--- config.mk ---
export PLATFORM = sky130hd
export DESIGN_NAME = imem_boot_loader
export DESIGN_NICKNAME = d
export VERILOG_FILES = /design/src/rtl/imem_boot_loader.sv
export SDC_FILE = /design/constraint.sdc
export NUM_CORES = 1
export LEC_CHECK = 0
export ABC_AREA = 0
export BUFFER_PORTS_ARGS = -buffer_cell sky130_fd_sc_hd__buf_2
export CORE_MARGIN = 3
export CORE_UTILIZATION = 40
export DETAILED_ROUTE_END_ITERATION = 8
export PLACE_DENSITY = 0.61
export SKIP_LAST_GASP = 1
export SLEW_MARGIN = 20
export SYNTH_ARGS = -nofsm -noshare
export SYNTH_HDL_FRONTEND = slang
export SYNTH_SLANG_ARGS = --single-unit
--- constraint.sdc ---
create_clock -name clk -period 5.87 [get_ports clk]
set_input_delay 1.174 -clock clk [delete_from_list [all_inputs] [get_ports clk]]
set_output_delay 1.174 -clock clk [all_outputs]
set_load 0.01 [all_outputs]
--- src/rtl/imem_boot_loader.sv ---
// rtl/imem_boot_loader.sv - streams 32-bit instruction words into byte-wide imem, big-endian, then releases the CPU
// Each accepted word is written as four single-byte writes, MSB at the lowest address.
module imem_boot_loader #(
  parameter int IMEM_BYTES = 1024,
  parameter int ADDR_W     = 10
) (
  input  logic              clk,
  input  logic              rst,
  input  logic              in_valid,
  input  logic [31:0]       in_data,
  input  logic              in_last,
  output logic              in_ready,
  input  logic              reload,
  output logic              mem_we,
  output logic [ADDR_W-1:0] mem_addr,
  output logic [7:0]        mem_wdata,
  output logic              cpu_hold,
  output logic              pc_init_valid,
  output logic [31:0]       pc_init,
  output logic              load_done,
  output logic              load_err,
  output logic [ADDR_W-2:0] word_count
);

  localparam logic [2:0] S_IDLE = 3'd0;
  localparam logic [2:0] S_WR0  = 3'd1;
  localparam logic [2:0] S_WR1  = 3'd2;
  localparam logic [2:0] S_WR2  = 3'd3;
  localparam logic [2:0] S_WR3  = 3'd4;
  localparam logic [2:0] S_DONE = 3'd5;
  localparam logic [2:0] S_ERR  = 3'd6;

  localparam logic [31:0] LIMIT = IMEM_BYTES;

  logic [2:0]        state_q, state_d;
  logic [ADDR_W:0]   ptr_q, ptr_d;
  logic [ADDR_W-2:0] cnt_q, cnt_d;
  logic [31:0]       word_q, word_d;
  logic              last_q, last_d;
  logic              first_q, first_d;

  logic              fits;
  logic              writing;
  logic [1:0]        k;

  // ptr is one bit wider than the address so a completely full memory is representable
  assign fits    = (32'(ptr_q) + 32'd4) <= LIMIT;
  assign writing = (state_q == S_WR0) || (state_q == S_WR1) ||
                   (state_q == S_WR2) || (state_q == S_WR3);

  always_comb begin
    k = 2'd0;
    case (state_q)
      S_WR1:   k = 2'd1;
      S_WR2:   k = 2'd2;
      S_WR3:   k = 2'd3;
      default: k = 2'd0;
    endcase
  end

  always_comb begin
    state_d = state_q;
    ptr_d   = ptr_q;
    cnt_d   = cnt_q;
    word_d  = word_q;
    last_d  = last_q;
    first_d = 1'b0;
    case (state_q)
      S_IDLE: begin
        if (in_valid) begin
          if (fits) begin
            word_d  = in_data;
            last_d  = in_last;
            state_d = S_WR0;
          end else begin
            state_d = S_ERR;
          end
        end
      end
      S_WR0: state_d = S_WR1;
      S_WR1: state_d = S_WR2;
      S_WR2: state_d = S_WR3;
      S_WR3: begin
        ptr_d = ptr_q + (ADDR_W+1)'(4);
        cnt_d = cnt_q + (ADDR_W-1)'(1);
        if (last_q) begin
          state_d = S_DONE;
          first_d = 1'b1;
        end else begin
          state_d = S_IDLE;
        end
      end
      S_DONE, S_ERR: begin
        if (reload) begin
          state_d = S_IDLE;
          ptr_d   = '0;
          cnt_d   = '0;
        end
      end
      default: state_d = S_IDLE;
    endcase
  end

  always_ff @(posedge clk) begin
    if (rst) begin
      state_q <= S_IDLE;
      ptr_q   <= '0;
      cnt_q   <= '0;
      word_q  <= '0;
      last_q  <= 1'b0;
      first_q <= 1'b0;
    end else begin
      state_q <= state_d;
      ptr_q   <= ptr_d;
      cnt_q   <= cnt_d;
      word_q  <= word_d;
      last_q  <= last_d;
      first_q <= first_d;
    end
  end

  always_comb begin
    mem_wdata = 8'd0;
    if (writing) begin
      case (k)
        2'd0:    mem_wdata = word_q[31:24];
        2'd1:    mem_wdata = word_q[23:16];
        2'd2:    mem_wdata = word_q[15:8];
        default: mem_wdata = word_q[7:0];
      endcase
    end
  end

  assign in_ready      = (state_q == S_IDLE) && fits;
  assign mem_we        = writing;
  assign mem_addr      = writing ? (ptr_q[ADDR_W-1:0] + ADDR_W'(k)) : '0;
  // first_q marks the single DONE cycle where the fetch stage loads pc_init while still held
  assign pc_init_valid = (state_q == S_DONE) && first_q;
  assign cpu_hold      = !((state_q == S_DONE) && !first_q);
  assign pc_init       = 32'd0;
  assign load_done     = (state_q == S_DONE);
  assign load_err      = (state_q == S_ERR);
  assign word_count    = cnt_q;

endmodule

Word level (Yosys, flattened, before mapping). Index checks and enable logic that the tools add are counted.

Output and inout bits: 65. Register bits after elaboration: 57. Logic and storage cells: 52. Input port bits: 37.

Equality and inequality tests: 10. Add/subtract/negate cells: 4. Order comparisons: 1. Bitwise gates (word level): 1. Muxes and demuxes: 14. Reduce and logical (&&, ||, !) cells: 16.

Operators with widths (number): $pmux W8 S3 (1); $pmux W11 S2 (1); $pmux W3 S6 (1); $pmux W9 S2 (1); $add A11 B3 Y12 const B (1); $le A12 B11 Y1 const B (1); $mux W3 (4); $add A11 B3 Y11 const B (1); $mux W11 (1); $add A10 B2 Y10 (1); $mux W10 (1); $add A9 B1 Y9 const B (1); $eq A3 B3 Y1 const B (3); $mux W9 (1); $mux W8 (1); $eq A3 B2 Y1 const B (2); $pmux W2 S3 (1); $ne A2 B2 Y1 const B (2); $reduce_and A2 Y1 (2); $reduce_or A2 Y1 (2); $eq A3 B1 Y1 const B (1); $logic_and A1 B1 Y1 (3); $logic_not A3 Y1 (1); $logic_or A1 B1 Y1 (3); other kinds (8) (9).

Depth between registers and ports, before layout.
Word-level depth: 5. Depth in mapped cells: 9. Mapped depth without buffers: 7.

Worst setup path before layout. OpenSTA, ideal clock, no wires.

Path kind: register to output. Start: reg ptr_q[2]. End: out in_ready. Slack: 2937 ps. Path buffers: 0. Arrival: 1759 ps. Data required time: 4696 ps. Stages on the path, launching flop included: 7. Cell sequence: dfxtp_1 -> ha_1 -> and3_1 -> a31oi_1 -> nor4b_4 -> a31oi_4 -> nor2b_1.

Cells in the longest elaborated chain, start to end: 3.

RTL lines: start: declaration (RTL line 36) `logic [ADDR_W:0] ptr_q, ptr_d;`; start signal: assignment (RTL line 114) `ptr_q <= ptr_d;`; $add A11 B3 Y12 (RTL line 47) `assign fits = (32'(ptr_q) + 32'd4) <= LIMIT;`; $le A12 B11 Y1 (RTL line 47); $logic_and A1 B1 Y1 (RTL line 134) `assign in_ready = (state_q == S_IDLE) && fits;`; end: declaration (RTL line 12) `output logic in_ready,`.

No other way between the ends.

Worst setup path after layout.
Start: reg state_q[1]. End: out mem_addr[1].

Cells in the longest elaborated chain, start to end: 5. Elaborated cells on any way between the ends: 10. Classes of those cells: 1 x add/sub; 4 x eq/ne; 2 x mux; 3 x reduce/logical.

RTL lines: start: declaration (RTL line 35) `logic [2:0] state_q, state_d;`; start signal: assignment (RTL line 113) `state_q <= state_d;`; parallel branches: the longest is 4 deep, another holds $add A10 B2 Y10; $mux W10 (*) (RTL line 136) `assign mem_addr = writing ? (ptr_q[ADDR_W-1:0] + ADDR_W'(k)) : '0;`; end: declaration (RTL line 15) `output logic [ADDR_W-1:0] mem_addr,`.

Every way passes the cells marked *.

==> summary.md <==
| Metric | Value |
|---|---|
| Vias | 2,779 |
| Fin crit period | 3920 ps |
| Yosys top cell by area | dfxtp_1 |
| Max-cap violations | 0 |
| Fin Setup TNS | 0 ps |
| GRT Total Usage | 15.00% |
| Tightest Pin Transition | 1050 ps |
| Post-Syn Area | 3597 sq um |
| Hold Crit Class | reg2reg |
| Layout cell share with drive strength beyond 1 | 32.08% |
| Crit path cell chain | nor2b_1 -> nand2_1 -> nand2_1 -> ha_1 -> and2_1 -> buf_2 |
| Depth of the worst register-to-register path | 7 |
| # resized after CTS | 0 |
| H-tree lvl count | 2 |
| DR iter-0 viols | 149 |
| Sequential area share after synthesis | 30.61% |
| Clock transition at the registers of the reported paths | 110 ps |
| Hpwl dp | 5289 microns |
| ANT cells | 0 |
| Final setup viols | 0 |
| CP arrival | 2750 ps |
| Worst path slowest cell | dfxtp_1 |
| EDFF count, synth | 0 |
| Worst setup path startpoint | state_q[1] |
| CP required | 4700 ps |
| Worst setup SP type | flop |
| RSZ-0062 raised after global routing | no |
| Cell variety after synth | 46 |
| CP endpoint | mem_addr[1] |
| Main synth FF type | dfxtp_1 |
| Post-CTS setup buffer count | 0 |
| Final period util | 66.78% |
| WP buf/inv | 1 |
| PnR Total Power | 934.3 uW |
| Setup Skew | 14.32 ps |
| Area growth from synthesis to layout | 8.348% |
| Routed Antenna Nets | 0 |
| TritonCTS clock tree | yes |
| CTS Hold Buffers Added | 0 |
| WL final | 7589 microns |
| IO Port Bufs | 69 |
| Yosys reg bits | 55 |
| Post-DR vias/cell | 4.989 |
| CP endpoint kind | primary output |
| RePlAce Congestion | 0.8105 |
| Flop-to-flop setup slack | 3140 ps |
| Power share of the combinational group | 23.9% |
| Global route total overflow | 0 |
| Crit-path leading delay family | simple AND/OR/NAND/NOR gates |
| Clock power frac | 28.5% |
| Longest Clk Path Bufs | 2 |
| Max VDD drop | 127.3 uV |
| Commonest non-fill, non-tap cell in the layout | buf_2 |
| Hold Vio Cnt, Final | 0 |
| Synth area leaders | dfxtp_1, or2b_2, mux2i_1, buf_4, nor2_1 |
| Switching power | 285.6 uW |
| Slowest stage delay, CP | 920 ps |
| Antenna violations before repair | 0 |
| Count of final max-slew check failures | 0 |
| Root buffer cell | clkbuf_8 |
| Initial Utilization | 42.50% |
| Die ar. | 10,170 sq um |
| Status | finished clean |
| Total CTS buffers | 5 |
| Pint | 648.7 uW |
| TritonRoute pass-1 iters | 4 |
| FF-to-FF End | word_q[9] |
| # IOs | 102 |
| Critical register-to-register path startpoint | ptr_q[2] |
| Power per Cell Area | 239.7 nW/um^2 |
| Chip Height | 100.8 microns |
| Clk sinks | 55 |
| Switching Fraction | 30.57% |
| Cell count after synthesis | 400 |
| Crit path kind | reg2out |
| Cell row count | 33 |
| Sequential share of power | 47.5% |
| Max FO, Critical Path | 23 |
| Async S/R FF share, synth | 0% |
| Final nets | 492 |
| Pleak | 0.001664 uW |
| Largest net degree at the start of global routing | 81 |
| First-pass GRT wire length | 12,420 microns |
| Vias in the first global route | 2,587 |
| Yosys warning count | 0 |
| Crit. path cell count | 6 |
| Total core area | 8464 sq um |
| Syn avg cell area | 8.993 sq um |
| Rel. slew slack | 29.87% |
| DR WL/cell | 13.62 microns |
| Synth top area share | 30.61% |
| DRC | 0 |
| Chip Width | 100.8 microns |
| Clock latency on the worst-skew pair | 310 ps |
| CP most frequent cell | nand2_1 |
| Commonest non-fill, non-tap cells in the layout | buf_2, or2b_2, dfxtp_1, mux2i_1, conb_1 |
| FMAX | 0.2551 GHz |
[logic make-up after synthesis]
logic type | synth area share, %
AND/OR/NAND/NOR | 29.53
AO/OA/AOI/OAI | 11.13
buffers and inverters | 12.10
flip-flops | 30.61
multiplexers | 11.69
XOR/XNOR | 3.165
adder cells (fa/ha/maj) | 1.670
other | 0.1042
[routing by layer]
metal / part of all wire (%) / vias up / track usage, %
met5: 0 / - / 0
met4: 0.80 / 0 / 4.249
li1: - / 1391 / -
met1: 45 / 1302 / 19.75
met3: 5.9 / 4 / 3.322
met2: 48 / 82 / 24.61
[sequential cells by signal, summed over array words and instances, names as in the netlist]
| register | flops |
|---|---|
| last_q | 1 |
| first_q | 1 |
| word_q | 32 |
| ptr_q | 9 |
| state_q | 3 |
| word_count | 9 |
[metrics by stage]
stage | hold WS [ps] | instance area (sq um) | setup WS [ps] | utilization (%) | instances
finish | 472.7 | 3897 | 1950 | 46.05 | 557
global route | 522.3 | 3897 | 1641 | 46.05 | 557
CTS | 478.5 | 3895 | 1921 | 46.02 | 557
detailed placement | 464.4 | 3777 | 2288 | 44.63 | 549
global placement | 462.4 | 3777 | 2333 | 44.63 | 549
floorplan | 448.2 | 3717 | 2937 | - | 432
[cell usage after synthesis (4+ instances only)]
| master | number |
|---|---|
| or2b_2 | 60 |
| dfxtp_1 | 55 |
| mux2i_1 | 42 |
| buf_4 | 32 |
| nor2_1 | 32 |
| nand2_1 | 18 |
| a21oi_1 | 17 |
| clkbuf_1 | 16 |
| o21ai_0 | 14 |
| a22oi_1 | 10 |
| nand2b_1 | 10 |
| o22ai_1 | 8 |
| xor2_1 | 8 |
| and2_1 | 7 |
| nor3_1 | 6 |
| and3_1 | 5 |
| inv_1 | 5 |
| nand4_1 | 5 |
| nor2b_1 | 5 |
| xnor2_1 | 5 |
| ha_1 | 4 |
[worst register-to-register path, cell delays in order (launching register included)]
cell and delay (ps):
dfxtp_1 500, ha_1 340, and3_1 240, a31oi_1 140, nor4b_4 330, a31oi_4 190, nor2_8 620, mux2i_1 290
[layout make-up]
type / instances / area (sq um)
well taps: 105 / 131.4
clock inverters: 2 / 35.03
fillers: 838 / 4567
flip-flops and latches: 55 / 1101
repair buffers: 69 / 347.8
multi-input cells: 315 / 2181
clock buffers: 6 / 82.58
inverters: 5 / 18.77
[power groups by stage]
stage | clock network, uW | registers (uW) | logic, uW
finish | 266 | 444 | 224
global route | 290 | 451 | 247
CTS | 277 | 444 | 225
detailed placement | 0 | 452 | 225
global placement | 0 | 451 | 222
floorplan | 0 | 426 | 222
[worst min-delay path by stage]
stage | start | end | slack [ps] | depth (start not counted)
6_report | word_q[30] | word_q[30] | 470 | 2
5_1_grt | word_q[0] | word_q[0] | 520 | 2
4_1_cts | word_q[30] | word_q[30] | 480 | 2
3_5_place_dp | word_q[30] | word_q[30] | 460 | 2
3_3_place_gp | word_q[30] | word_q[30] | 460 | 2
2_1_floorplan | word_q[30] | word_q[30] | 450 | 2
Note: power is estimated with default switching activity, not from simulation.
